**src/rtl/uart_color_cmd.sv**
```systemverilog
// rtl/uart_color_cmd.sv - ASCII "RRGGBB\n" colour command parser with K/E acknowledge
//
// Purpose: parses hex colour lines arriving from uart_rx, updates the {B,G,R}
// fill colour on a good line and returns a one-byte ACK ('K' good, 'E' bad)
// to uart_tx. Partial lines idle for TIMEOUT_CYCLES are silently dropped.
//
// Ports:
//   I_clk        system clock
//   I_rst        asynchronous active-high reset
//   I_rx_data    byte from uart_rx
//   I_rx_valid   I_rx_data valid
//   O_rx_ready   byte accepted on I_rx_valid & O_rx_ready
//   O_tx_data    ACK byte to uart_tx
//   O_tx_valid   O_tx_data valid, held until I_tx_ready
//   I_tx_ready   uart_tx can take a byte
//   O_color      current colour {B[23:16],G[15:8],R[7:0]}
//   O_color_stb  one-cycle pulse when O_color changes
module uart_color_cmd #(
   parameter logic [7:0]  ACK_OK         = 8'h4B,
   parameter logic [7:0]  ACK_ERR        = 8'h45,
   parameter logic [7:0]  TERM_CHAR      = 8'h0A,
   parameter logic [7:0]  IGNORE_CHAR    = 8'h0D,
   parameter int unsigned TIMEOUT_CYCLES = 27_000_000
) (
   input  logic        I_clk,
   input  logic        I_rst,
   input  logic [7:0]  I_rx_data,
   input  logic        I_rx_valid,
   output logic        O_rx_ready,
   output logic [7:0]  O_tx_data,
   output logic        O_tx_valid,
   input  logic        I_tx_ready,
   output logic [23:0] O_color,
   output logic        O_color_stb
);

   typedef enum logic {S_RECV, S_ACK} state_t;

   localparam logic        TO_EN   = (TIMEOUT_CYCLES != 0);
   localparam logic [31:0] TO_LAST = TO_EN ? 32'(TIMEOUT_CYCLES - 1) : 32'd0;

   state_t      state, state_nx;
   logic [23:0] acc, acc_l;
   logic [2:0]  cnt, cnt_l;
   logic        err, err_l;
   logic [31:0] tcnt;

   logic       accept, is_hex, is_term, is_ign;
   logic [3:0] nib;
   logic       partial, fire, line_good, line_bad;

   // Hex digit decode: letters map via low nibble + 9 ('A'=0x41 -> 10)
   always_comb begin
      is_hex = 1'b0;
      nib    = I_rx_data[3:0];
      if (I_rx_data >= 8'h30 && I_rx_data <= 8'h39) begin
         is_hex = 1'b1;
      end else if ((I_rx_data >= 8'h41 && I_rx_data <= 8'h46) ||
                   (I_rx_data >= 8'h61 && I_rx_data <= 8'h66)) begin
         is_hex = 1'b1;
         nib    = I_rx_data[3:0] + 4'd9;
      end
   end

   // O_rx_ready is only high in RECV, so it alone qualifies acceptance
   always_comb begin
      accept  = O_rx_ready && I_rx_valid;
      is_term = accept && (I_rx_data == TERM_CHAR);
      is_ign  = I_rx_data == IGNORE_CHAR;
      partial = (cnt != 3'd0) || err;
      fire    = TO_EN && (state == S_RECV) && partial && (tcnt == TO_LAST);
      // Line as seen by this cycle's byte: a firing timeout empties it first
      acc_l   = fire ? 24'd0 : acc;
      cnt_l   = fire ? 3'd0  : cnt;
      err_l   = fire ? 1'b0  : err;
      line_good = is_term && (cnt_l == 3'd6) && !err_l;
      line_bad  = is_term && !line_good && ((cnt_l != 3'd0) || err_l);
   end

   always_comb begin
      state_nx = state;
      case (state)
         S_RECV:  if (line_good || line_bad) state_nx = S_ACK;
         S_ACK:   if (I_tx_ready) state_nx = S_RECV;
         default: state_nx = S_RECV;
      endcase
   end

   always_ff @(posedge I_clk or posedge I_rst) begin
      if (I_rst) state <= S_RECV;
      else       state <= state_nx;
   end

   always_ff @(posedge I_clk or posedge I_rst) begin
      if (I_rst) begin
         O_rx_ready  <= 1'b0;
         O_tx_data   <= 8'h00;
         O_tx_valid  <= 1'b0;
         O_color     <= 24'h000000;
         O_color_stb <= 1'b0;
         acc         <= 24'h000000;
         cnt         <= 3'd0;
         err         <= 1'b0;
         tcnt        <= 32'd0;
      end else begin
         O_rx_ready  <= (state_nx == S_RECV);
         O_color_stb <= 1'b0;
         acc         <= acc_l;
         cnt         <= cnt_l;
         err         <= err_l;

         if (accept) begin
            if (is_term) begin
               acc <= 24'h000000;
               cnt <= 3'd0;
               err <= 1'b0;
            end else if (is_hex) begin
               if (cnt_l < 3'd6) begin
                  acc <= {acc_l[19:0], nib};
                  cnt <= cnt_l + 3'd1;
               end else begin
                  err <= 1'b1;
               end
            end else if (!is_ign) begin
               err <= 1'b1;
            end
         end

         // Idle counter only runs while a line is partially received
         if (accept || fire)
            tcnt <= 32'd0;
         else if (TO_EN && (state == S_RECV) && partial)
            tcnt <= tcnt + 32'd1;

         // acc holds R,G,B in web order from MSB; output is {B,G,R}
         if (line_good) begin
            O_color     <= {acc_l[7:0], acc_l[15:8], acc_l[23:16]};
            O_color_stb <= 1'b1;
            O_tx_data   <= ACK_OK;
            O_tx_valid  <= 1'b1;
         end else if (line_bad) begin
            O_tx_data   <= ACK_ERR;
            O_tx_valid  <= 1'b1;
         end else if ((state == S_ACK) && I_tx_ready) begin
            O_tx_valid  <= 1'b0;
         end
      end
   end

endmodule

```
**config.mk**
```make
export PLATFORM = sky130hd
export DESIGN_NAME = uart_color_cmd
export DESIGN_NICKNAME = d
export VERILOG_FILES = /design/src/rtl/uart_color_cmd.sv
export SDC_FILE = /design/constraint.sdc
export NUM_CORES = 1
export LEC_CHECK = 0
export BUFFER_PORTS_ARGS = -buffer_cell sky130_fd_sc_hd__clkbuf_2
export CAP_MARGIN = 20
export CORE_MARGIN = 2
export CORE_UTILIZATION = 35
export CTS_CLUSTER_SIZE = 14
export DETAILED_ROUTE_END_ITERATION = 7
export GPL_TIMING_DRIVEN = 0
export PLACE_DENSITY = 0.49
export SYNTH_ARGS = -nofsm -noshare
export SYNTH_HDL_FRONTEND = slang
export SYNTH_SLANG_ARGS = --single-unit
```
**constraint.sdc**
```tcl
create_clock -name I_clk -period 6.2 [get_ports I_clk]
set_input_delay 1.24 -clock I_clk [delete_from_list [all_inputs] [get_ports I_clk]]
set_output_delay 1.24 -clock I_clk [all_outputs]
set_load 0.05 [all_outputs]
```
==> impl_metrics.tcl, run 1 <==
set metrics [dict create \
    internal_power_mw 1.031 \
    worst_ep_required_time_ns 6.43 \
    synth_enable_flop_cells 0 \
    initialDrtViolationCount 268 \
    global_routing_usage_summed_across_all_routing_layers_pct 15.81 \
    clock_path_buffers 2 \
    fmax_mhz 267.5 \
    power.switching_fraction_pct 27.68 \
    ys_seq_area_share_pct 51.38 \
    ctsRootBufferMaster "sky130_fd_sc_hd__clkbuf_16" \
    yosys_warnings 0 \
    antenna_found_initial 0 \
    critical_path_peak_fanout 10 \
    numCtsBuffers 9 \
    vias 3246 \
    power.density_cell_area_nw_per_um2 273.5 \
    yosys.area_share.adder_pct 2.259 \
    grt_first_pass_wirelength_um 16590 \
    p_clk_share_pct 40.5 \
    postSynth.topFlopCell "sky130_fd_sc_hd__dfrtp_1" \
    place_area_um2 4900 \
    routedWlPerCell_um 15.16 \
    ant_nets 0 \
    synth_compound_gate_area_share_pct 7.397 \
    dp_worst_setup_slack_ns 2.449 \
    max-slew-margin-rel_pct 36.78 \
    floorplan.die.height_um 116.5 \
    yosysTopAreaCellShare_pct 51.38 \
    cts-resized-gates 0 \
    largest_family_of_logic_cells_by_synthesized_area "simple AND/OR/NAND/NOR gates" \
    worst_hold_path.num_cells 1 \
    synth.most_common_cell "sky130_fd_sc_hd__dfrtp_1" \
    asyncSetResetFlopFracSynth_pct 100.0 \
    min_delay_startpoint "O_tx_valid" \
    slew_viol_final 0 \
    netlist.top_cell.by_area "sky130_fd_sc_hd__dfrtp_1" \
    max-vdd-ir-drop_mv 0.1389 \
    timing.hold.worst.class "flop to flop" \
    synthXorXnorAreaFrac_pct 4.743 \
    detailed_routing_iterations_pass_1 4 \
    post_cts.repair.setup_buffers 0 \
    clock-sinks 91 \
    leakage_nw 2.391 \
    tritoncts "yes" \
    holdPathEnd "O_tx_valid" \
    run_status "complete, no violations" \
    critical_path.reg2reg.endpoint "O_color[1]" \
    comb_power_share_pct 11.2 \
    switchingPower_uw 394.4 \
    power.share.sequential_pct 48.3 \
    rrSetupSlack_ns 2.46 \
    worst_setup_path_end_kind "flop" \
    criticalPathCategory "flop to flop" \
    tightestPinTransition_ns 0.9397 \
    crit-reg2reg-launch "tcnt[8]" \
    postSynthCellCount 408 \
    netlist_area_um2 4432 \
    synth_cell_type_count 53 \
    vias_per_cell 5.056 \
    average_footprint_of_a_synthesized_cell_um2 10.86 \
    grt_max_degree 57 \
    rows 41 \
    ffs_latches_synth 91 \
    gp_congestion 0.8149 \
    core_area_um2 12470 \
    drv.max_cap_violation_count 0 \
    final.setup.tns_ns 0 \
    layout-area-overhead-vs-synth_pct 17.56 \
    synth.top_cells.by_count "sky130_fd_sc_hd__dfrtp_1, sky130_fd_sc_hd__nor2_1, sky130_fd_sc_hd__nand3_1, sky130_fd_sc_hd__nand2_1, sky130_fd_sc_hd__mux2_2" \
    dp_hpwl_um 6825 \
    finish.instance_area_um2 5210 \
    clk_transition_reported_paths_ns 0.07 \
    worst-r2r-cell-count 11 \
    period_share_pct 60.30 \
    setup.worst_path.start_class "flop" \
    post_synth_and_or_nand_nor_area_fraction_pct 17.98 \
    fill_cells 1238 \
    antennaDiodeCount 0 \
    drive_gt1_share_pct 22.98 \
    worst_clock_skew_ns 0.009002 \
    final_net_count 485 \
    muxShareOfSynthArea_pct 11.58 \
    clock_insertion_delay_worst_skew_ns 0.35 \
    die_x_um 116.5 \
    totalWireLength_um 9735 \
    num_io_pins 47 \
    grt_pass1_vias 3194 \
    rsz0062_at_grt "no" \
    htree_levels 3 \
    drc_violations_left 0 \
    count_of_buffers_inserted_at_the_top_level_ports 43 \
    hold_viol 0 \
    cp_data_arrival_time_ns 3.97 \
    timing.final.crit_period_ns 3.739 \
    holdBufCountCts 0 \
    layout_setup_ws_ns 2.461 \
    grt_overflow_total 0 \
    die_area_um2 13580 \
    largest_cells_by_area_after_synthesis "sky130_fd_sc_hd__dfrtp_1, sky130_fd_sc_hd__mux2_2, sky130_fd_sc_hd__mux2i_1" \
    floorplan.initialDensity_pct 35.55 \
    final-setup-viol-count 0 \
]
==> stage by stage <==
step / total power [mW] / std cells / utilization (%) / hold slack, ns
3_3_place_gp: 0.8548 / 625 / 39.06 / 0.4647
2_1_floorplan: 0.8094 / 410 / - / 0.4802
4_1_cts: 1.444 / 642 / 41.79 / 0.4970
6_report: 1.425 / 642 / 41.79 / 0.4914
3_5_place_dp: 0.8612 / 626 / 39.31 / 0.4803
5_1_grt: 1.494 / 642 / 41.79 / 0.5235
==> power by group through the flow <==
| stage | sequential (mW) | clock [mW] | combinational (mW) |
|---|---|---|---|
| detailed placement | 0.701 | 0 | 0.160 |
| finish | 0.689 | 0.577 | 0.159 |
| floorplan | 0.691 | 0 | 0.118 |
| CTS | 0.690 | 0.593 | 0.161 |
| global placement | 0.701 | 0 | 0.154 |
| global route | 0.697 | 0.616 | 0.181 |
==> final cells by class <==
cell class | count | area, µm² | share of cell area, %
Multi-Input combinational cell | 282 | 1959 | 37.61
Buffer | 23 | 150.1 | 2.882
Timing Repair Buffer | 44 | 242.7 | 4.659
Clock buffer | 10 | 229.0 | 4.395
Sequential cell | 91 | 2277 | 43.71
Tap cell | 172 | 215.2 | 4.131
Inverter | 14 | 55.05 | 1.057
Clock inverter | 6 | 81.33 | 1.561
==> how the worst max path moves through the flow <==
stage          slack [ns]    endpoint  cells after the start  startpoint
6_report             2.46  O_color[1]                     11     tcnt[8]
4_1_cts              2.44  O_color[1]                     11    tcnt[27]
3_5_place_dp         2.45  O_color[1]                     11    tcnt[27]
3_3_place_gp         1.35  O_rx_ready                      2       I_rst
2_1_floorplan        2.60  O_color[0]                      1       I_rst
5_1_grt              2.30  O_color[1]                     11    tcnt[27]
==> critical path, stage by stage, from the launching register on <==
cell                      delay, ns
sky130_fd_sc_hd__dfrtp_1       0.45
sky130_fd_sc_hd__or2_2         0.30
sky130_fd_sc_hd__or4_1         0.54
sky130_fd_sc_hd__or4_4         0.56
sky130_fd_sc_hd__buf_2         0.22
sky130_fd_sc_hd__buf_2         0.22
sky130_fd_sc_hd__nand2_1       0.14
sky130_fd_sc_hd__ha_1          0.14
sky130_fd_sc_hd__nor3b_1       0.32
sky130_fd_sc_hd__nand3_4       0.21
sky130_fd_sc_hd__buf_6         0.21
sky130_fd_sc_hd__mux2_1        0.31
==> layout by cell type (no fill, tap or decap), types with 10 or more instances in the layout <==
cell type	Yosys	routed
sky130_fd_sc_hd__dfrtp_1	91	91
sky130_fd_sc_hd__clkbuf_2	0	43
sky130_fd_sc_hd__nor2_1	38	38
sky130_fd_sc_hd__nand3_1	28	28
sky130_fd_sc_hd__nand2_1	27	27
sky130_fd_sc_hd__mux2_2	25	25
sky130_fd_sc_hd__mux2i_1	22	22
sky130_fd_sc_hd__a21oi_1	14	14
sky130_fd_sc_hd__xnor2_1	13	13
sky130_fd_sc_hd__inv_1	14	13
sky130_fd_sc_hd__nand4_1	12	12
sky130_fd_sc_hd__xor2_1	11	11
sky130_fd_sc_hd__o21ai_0	10	10
==> cells by family after synthesis <==
group	after synthesis
AO/OA/AOI/OAI	48
XOR/XNOR	24
adder cells (fa/ha/maj)	8
buffers and inverters	37
flip-flops	91
multiplexers	48
other	1
AND/OR/NAND/NOR	151
==> flip-flops by register name, summed over array words and instances, names as in the netlist <==
| name | count |
|---|---|
| tcnt | 32 |
| err | 1 |
| state | 1 |
| O_color | 24 |
| O_color_stb | 1 |
| acc | 24 |
| O_tx_valid | 1 |
| O_tx_data | 3 |
| O_rx_ready | 1 |
| cnt | 3 |
==> routing by layer <==
layer | GRT usage (%) | up-vias | wire length, µm
li1 | - | 1568 | -
met1 | 22.99 | 1607 | 4992
met2 | 23.49 | 55 | 4257
met3 | 2.854 | 16 | 322
met4 | 5.952 | 0 | 163
met5 | 0 | - | 0
No activity file was read; power rests on OpenSTA's default activity.
==> run 2, diff against run 1 <==
clock period = 3.8 ns   (was 6.2 ns; I/O delays follow)
==> run 2 against run 1 <==
Compared with the run above: wire length shrank 1.0%; via count shrank 0.83%; final cell count shrank 0.16%.
==> impl_metrics.tcl, run 2 (same netlist as run 1, synthesis figures left out) <==
set metrics [dict create \
    antenna_found_initial 0 \
    vias_per_cell 5.022 \
    criticalPathCategory "flop to flop" \
    drive_gt1_share_pct 23.03 \
    num_io_pins 47 \
    max_stage_delay_ns 0.56 \
    rows 41 \
    grt_pass1_vias 3194 \
    rsz0062_at_grt "no" \
    largest_register_ff_count 32 \
    worst_ep_required_time_ns 4.03 \
    timing.critical_path.cells "or2_2 -> or4_1 -> or4_4 -> buf_2 -> nand2_1 -> inv_1 -> ha_1 -> nor3b_2 -> nand3_4 -> buf_6 -> mux2_2" \
    final-setup-viol-count 0 \
    floorplan.initialDensity_pct 35.55 \
    ant_nets 0 \
    grt_max_degree 57 \
    clk_transition_reported_paths_ns 0.07 \
    routedWlPerCell_um 15.03 \
    count_of_buffers_inserted_at_the_top_level_ports 43 \
    detailed_routing_iterations_pass_1 4 \
    global_routing_usage_summed_across_all_routing_layers_pct 15.81 \
    setup.worst_path.start_class "flop" \
    cpMaxStageDelayCell "sky130_fd_sc_hd__or4_4" \
    regMostFlops "tcnt" \
    htree_levels 3 \
    layout-area-overhead-vs-synth_pct 17.56 \
    report.power.total_mw 2.320 \
    vias 3219 \
    grt_first_pass_wirelength_um 16590 \
    core_area_um2 12470 \
    drc_violations_left 0 \
    fmax_mhz 284.3 \
    die_area_um2 13580 \
    dp_worst_setup_slack_ns 0.04854 \
    timing.hold.worst.class "input pin to async pin" \
    cp_data_arrival_time_ns 3.75 \
    final_core_util_pct 41.79 \
    final_cell_mix "sky130_fd_sc_hd__dfrtp_1, sky130_fd_sc_hd__clkbuf_2, sky130_fd_sc_hd__nor2_1" \
    clock_insertion_delay_worst_skew_ns 0.35 \
    largestRegisters "tcnt x32, O_color x24, acc x24" \
    dp_hpwl_um 6825 \
    die_x_um 116.5 \
    leakage_nw 2.389 \
    worst_setup_path_end_kind "flop" \
    clock-sinks 91 \
    drv.max_cap_violation_count 0 \
    timing.hold.ws_ns 0.4308 \
    critical_path_peak_fanout 19 \
    worst_clock_skew_ns 0.008897 \
    grt_overflow_total 0 \
    final_net_count 484 \
    tritoncts "yes" \
    totalWireLength_um 9637 \
    floorplan.die.height_um 116.5 \
    run_status "complete, no violations" \
    numCtsBuffers 9 \
    final_common_cell "sky130_fd_sc_hd__dfrtp_1" \
    finish.instance_area_um2 5210 \
    power.density_cell_area_nw_per_um2 445.2 \
    post_cts.repair.setup_buffers 0 \
    antennaDiodeCount 0 \
    timing.final.crit_period_ns 3.517 \
    layout_setup_ws_ns 0.2830 \
    holdBufCountCts 0 \
    tightestPinTransition_ns 0.9397 \
    max-slew-margin-rel_pct 36.78 \
    initialDrtViolationCount 289 \
    place_area_um2 4900 \
    period_share_pct 92.55 \
    cts-resized-gates 0 \
    hold_viol 0 \
    ctsRootBufferMaster "sky130_fd_sc_hd__clkbuf_16" \
    max-vdd-ir-drop_mv 0.2267 \
    slew_viol_final 0 \
    clock_path_buffers 2 \
    gp_congestion 0.8149 \
]
==> run 2: cell count changes in the layout (fill, tap and decap cells not counted), sizes merged <==
cell,before,now
buf,18,17
==> run 2: critical path, delay by kind of cell, from the launching register on <==
family                     cells  cell delay (ns)
and+or+nand+nor                6             1.87
adders and majority gates      1             0.18
muxes                          1             0.35
DFF                            1             0.45
buffers and inverters          3             0.55
==> run 2: final timing paths <==
check                                start    endpoint  slack (ns)  cells after the start
min in group I_clk              O_tx_valid  O_tx_valid        0.49                      1
worst max register to register     tcnt[8]  O_color[6]        0.28                     11
worst max-delay path               tcnt[8]  O_color[6]        0.28                     11
max in group asynchronous            I_rst      acc[0]        2.75                      3
worst min-delay path                 I_rst    tcnt[28]        0.43                      2
worst min register to register  O_tx_valid  O_tx_valid        0.49                      1
==> run 2: power breakdown <==
part | internal (mW) | switching (mW)
clock network | 0.524 | 0.413
logic | 0.103 | 0.156
registers | 1.05 | 0.0694
total | 1.68 | 0.638
==> run 2: per-stage QoR <==
stage | setup TNS, ns | cells
global placement | -51.69 | 625
global route | 0 | 641
finish | 0 | 641
CTS | 0 | 642
detailed placement | 0 | 626
floorplan | 0 | 410
==> run 2: area by class of cell <==
| cell class | instances | area (µm²) |
|---|---|---|
| sequential | 91 | 2277 |
| fill | 1239 | 7256 |
| inverter | 14 | 55.05 |
| clock buffer | 10 | 229.0 |
| timing repair buffer | 44 | 242.7 |
| clock inverter | 6 | 81.33 |
| tap | 172 | 215.2 |
| multi-input combinational | 282 | 1964 |
| buffer | 22 | 145.1 |
==> run 2: per-layer routing <==
| layer | part of all wire, % | track usage [%] |
|---|---|---|
| met2 | 43 | 23.49 |
| met5 | 0 | 0 |
| met4 | 1.7 | 5.952 |
| met3 | 3.4 | 2.854 |
| met1 | 51 | 22.99 |
==> run 3, diff against run 2 <==
CTS_CLUSTER_DIAMETER = 60   (was default)
PLACE_DENSITY = 0.51   (was 0.49)
clock period = 3 ns   (was 3.8 ns; I/O delays follow)
==> run 3 against run 2 <==
Compared with the run above: core utilization grew 2.5 points; hold slack got worse by 0.19 ns; sequential power grew 29%; global-route usage decreased by 0.51 points; register-to-register slack worse by 0.22 ns; critical endpoint is now O_color[9].
==> impl_metrics.tcl, run 3 (same netlist as run 1, synthesis figures left out) <==
set metrics [dict create \
    die_x_um 116.5 \
    tightestPinTransition_ns 1.023 \
    ctsRootBufferMaster "sky130_fd_sc_hd__clkbuf_16" \
    routedWlPerCell_um 14.28 \
    htree_levels 3 \
    clock_insertion_delay_worst_skew_ns 0.35 \
    grt_first_pass_wirelength_um 16250 \
    period_share_pct 97.74 \
    timing.hold.ws_ns 0.2374 \
    final-setup-viol-count 0 \
    clock-sinks 91 \
    worst_ep_required_time_ns 3.23 \
    antennaDiodeCount 0 \
    final_cell_mix "sky130_fd_sc_hd__dfrtp_1, sky130_fd_sc_hd__clkbuf_2, sky130_fd_sc_hd__nor2_1" \
    max-slew-margin-rel_pct 31.15 \
    initialDrtViolationCount 104 \
    switchingPower_uw 803.8 \
    power.switching_fraction_pct 27.86 \
    dp_worst_setup_slack_ns -0.3271 \
    critical_path_peak_fanout 5 \
    floorplan.initialDensity_pct 35.55 \
    final_common_cell "sky130_fd_sc_hd__dfrtp_1" \
    hold_viol 0 \
    num_io_pins 47 \
    power.density_cell_area_nw_per_um2 523.1 \
    worst_setup_path_end_kind "flop" \
    largest_register_ff_count 32 \
    vias_per_cell 5.020 \
    setup.worst_path.start_class "flop" \
    max-vdd-ir-drop_mv 0.2874 \
    totalWireLength_um 9422 \
    leakage_nw 2.581 \
    antenna_found_initial 0 \
    grt_overflow_total 0 \
    timing.hold.worst.class "input pin to async pin" \
    sequential_cell_area_um2 2283 \
    vias 3313 \
    timing.final.crit_period_ns 2.932 \
    clk_transition_reported_paths_ns 0.07 \
    run_status "complete, no violations" \
    drv.max_cap_violation_count 0 \
    detailed_routing_iterations_pass_1 5 \
    drc_violations_left 0 \
    core_area_um2 12470 \
    fill_cells 1205 \
    final_net_count 503 \
    criticalPathCategory "flop to flop" \
    clock_path_buffers 2 \
    worst_clock_skew_ns 0.01195 \
    multi_input_comb_area_um2 2074 \
    grt_max_degree 61 \
    p_clk_share_pct 36.8 \
    internal_power_mw 2.082 \
    global_routing_usage_summed_across_all_routing_layers_pct 15.29 \
    count_of_buffers_inserted_at_the_top_level_ports 43 \
    floorplan.die.height_um 116.5 \
    grt_pass1_vias 3319 \
    die_area_um2 13580 \
    power.share.sequential_pct 49.7 \
    cp_data_arrival_time_ns 3.16 \
    dp_hpwl_um 6636 \
    largestRegisters "tcnt x32, O_color x24, acc x24" \
    layout-area-overhead-vs-synth_pct 24.48 \
    drive_gt1_share_pct 28.69 \
    rows 41 \
    ant_nets 0 \
    regMostFlops "tcnt" \
    numCtsBuffers 9 \
    layout_setup_ws_ns 0.06793 \
    gp_congestion 0.7878 \
    rsz0062_at_grt "yes" \
    slew_viol_final 0 \
    comb_power_share_pct 13.5 \
    tritoncts "yes" \
    fmax_mhz 341.1 \
]
## run 3: metrics by stage
step / instances / setup TNS, ns / cell area, µm² / total power [mW] / util (%)
floorplan: 410 / -1.143 / 4563 / 1.695 / -
global placement: 625 / -108.67 / 4994 / 1.792 / 40.06
detailed placement: 626 / -6.731 / 5024 / 1.803 / 40.30
CTS: 654 / 0 / 5449 / 2.893 / 43.71
global route: 660 / -0.05169 / 5517 / 3.036 / 44.25
finish: 660 / 0 / 5517 / 2.886 / 44.25
## run 3: final timing paths
check                         endpoint  cells past startpoint       start  slack, ns
setup reg to reg            O_color[9]                      9     tcnt[2]       0.07
hold reg to reg             O_tx_valid                      1  O_tx_valid       0.48
setup / recovery            O_color[9]                      9     tcnt[2]       0.07
hold / removal             O_color[20]                      2       I_rst       0.24
min in group I_clk          O_tx_valid                      1  O_tx_valid       0.48
max in group asynchronous        state                      3       I_rst       2.11
## run 3: cell type report
| type | instances | share of cell area [%] |
|---|---|---|
| sequential | 91 | 41.39 |
| multi-input combinational | 282 | 37.60 |
| timing repair buffer | 65 | 8.233 |
| clock buffer | 10 | 4.151 |
| tap | 172 | 3.901 |
| buffer | 20 | 2.858 |
| inverter | 14 | 0.9980 |
| clock inverter | 6 | 0.8619 |
## run 3: layer usage
| metal | track usage, % | vias to the layer above | share of wire (%) |
|---|---|---|---|
| li1 | - | 1601 | - |
| met1 | 18.94 | 1645 | 44 |
| met2 | 26.78 | 57 | 51 |
| met3 | 3.477 | 10 | 3.4 |
| met4 | 4.286 | 0 | 1.1 |
| met5 | 0 | - | 0 |
## run 3: repair_timing
action / 4_1_cts / 5_1_grt
cloned: 1 / 0
hold endpoints to repair: 0 / 0
hold buffers: 0 / 0
endpoints found under the setup margin: 27 / 15
pin swaps: 4 / 0
resized for setup: 8 / 3
buffers inserted: 14 / 6
## run 3: worst max-delay path, cell delays in order (launching register included)
cell	delay [ns]
sky130_fd_sc_hd__dfrtp_1	0.36
sky130_fd_sc_hd__nand4_1	0.15
sky130_fd_sc_hd__or4b_4	0.55
sky130_fd_sc_hd__or4_4	0.60
sky130_fd_sc_hd__nand2_4	0.11
sky130_fd_sc_hd__ha_4	0.12
sky130_fd_sc_hd__nor3b_4	0.20
sky130_fd_sc_hd__nand3_4	0.15
sky130_fd_sc_hd__bufbuf_16	0.30
sky130_fd_sc_hd__mux2_4	0.28
## run 3: power by group through the flow
stage	logic (mW)	clock network [mW]	registers (mW)
2_1_floorplan	0.261	0	1.43
3_3_place_gp	0.337	0	1.45
3_5_place_dp	0.346	0	1.46
4_1_cts	0.360	1.10	1.44
5_1_grt	0.440	1.14	1.45
6_report	0.389	1.06	1.44
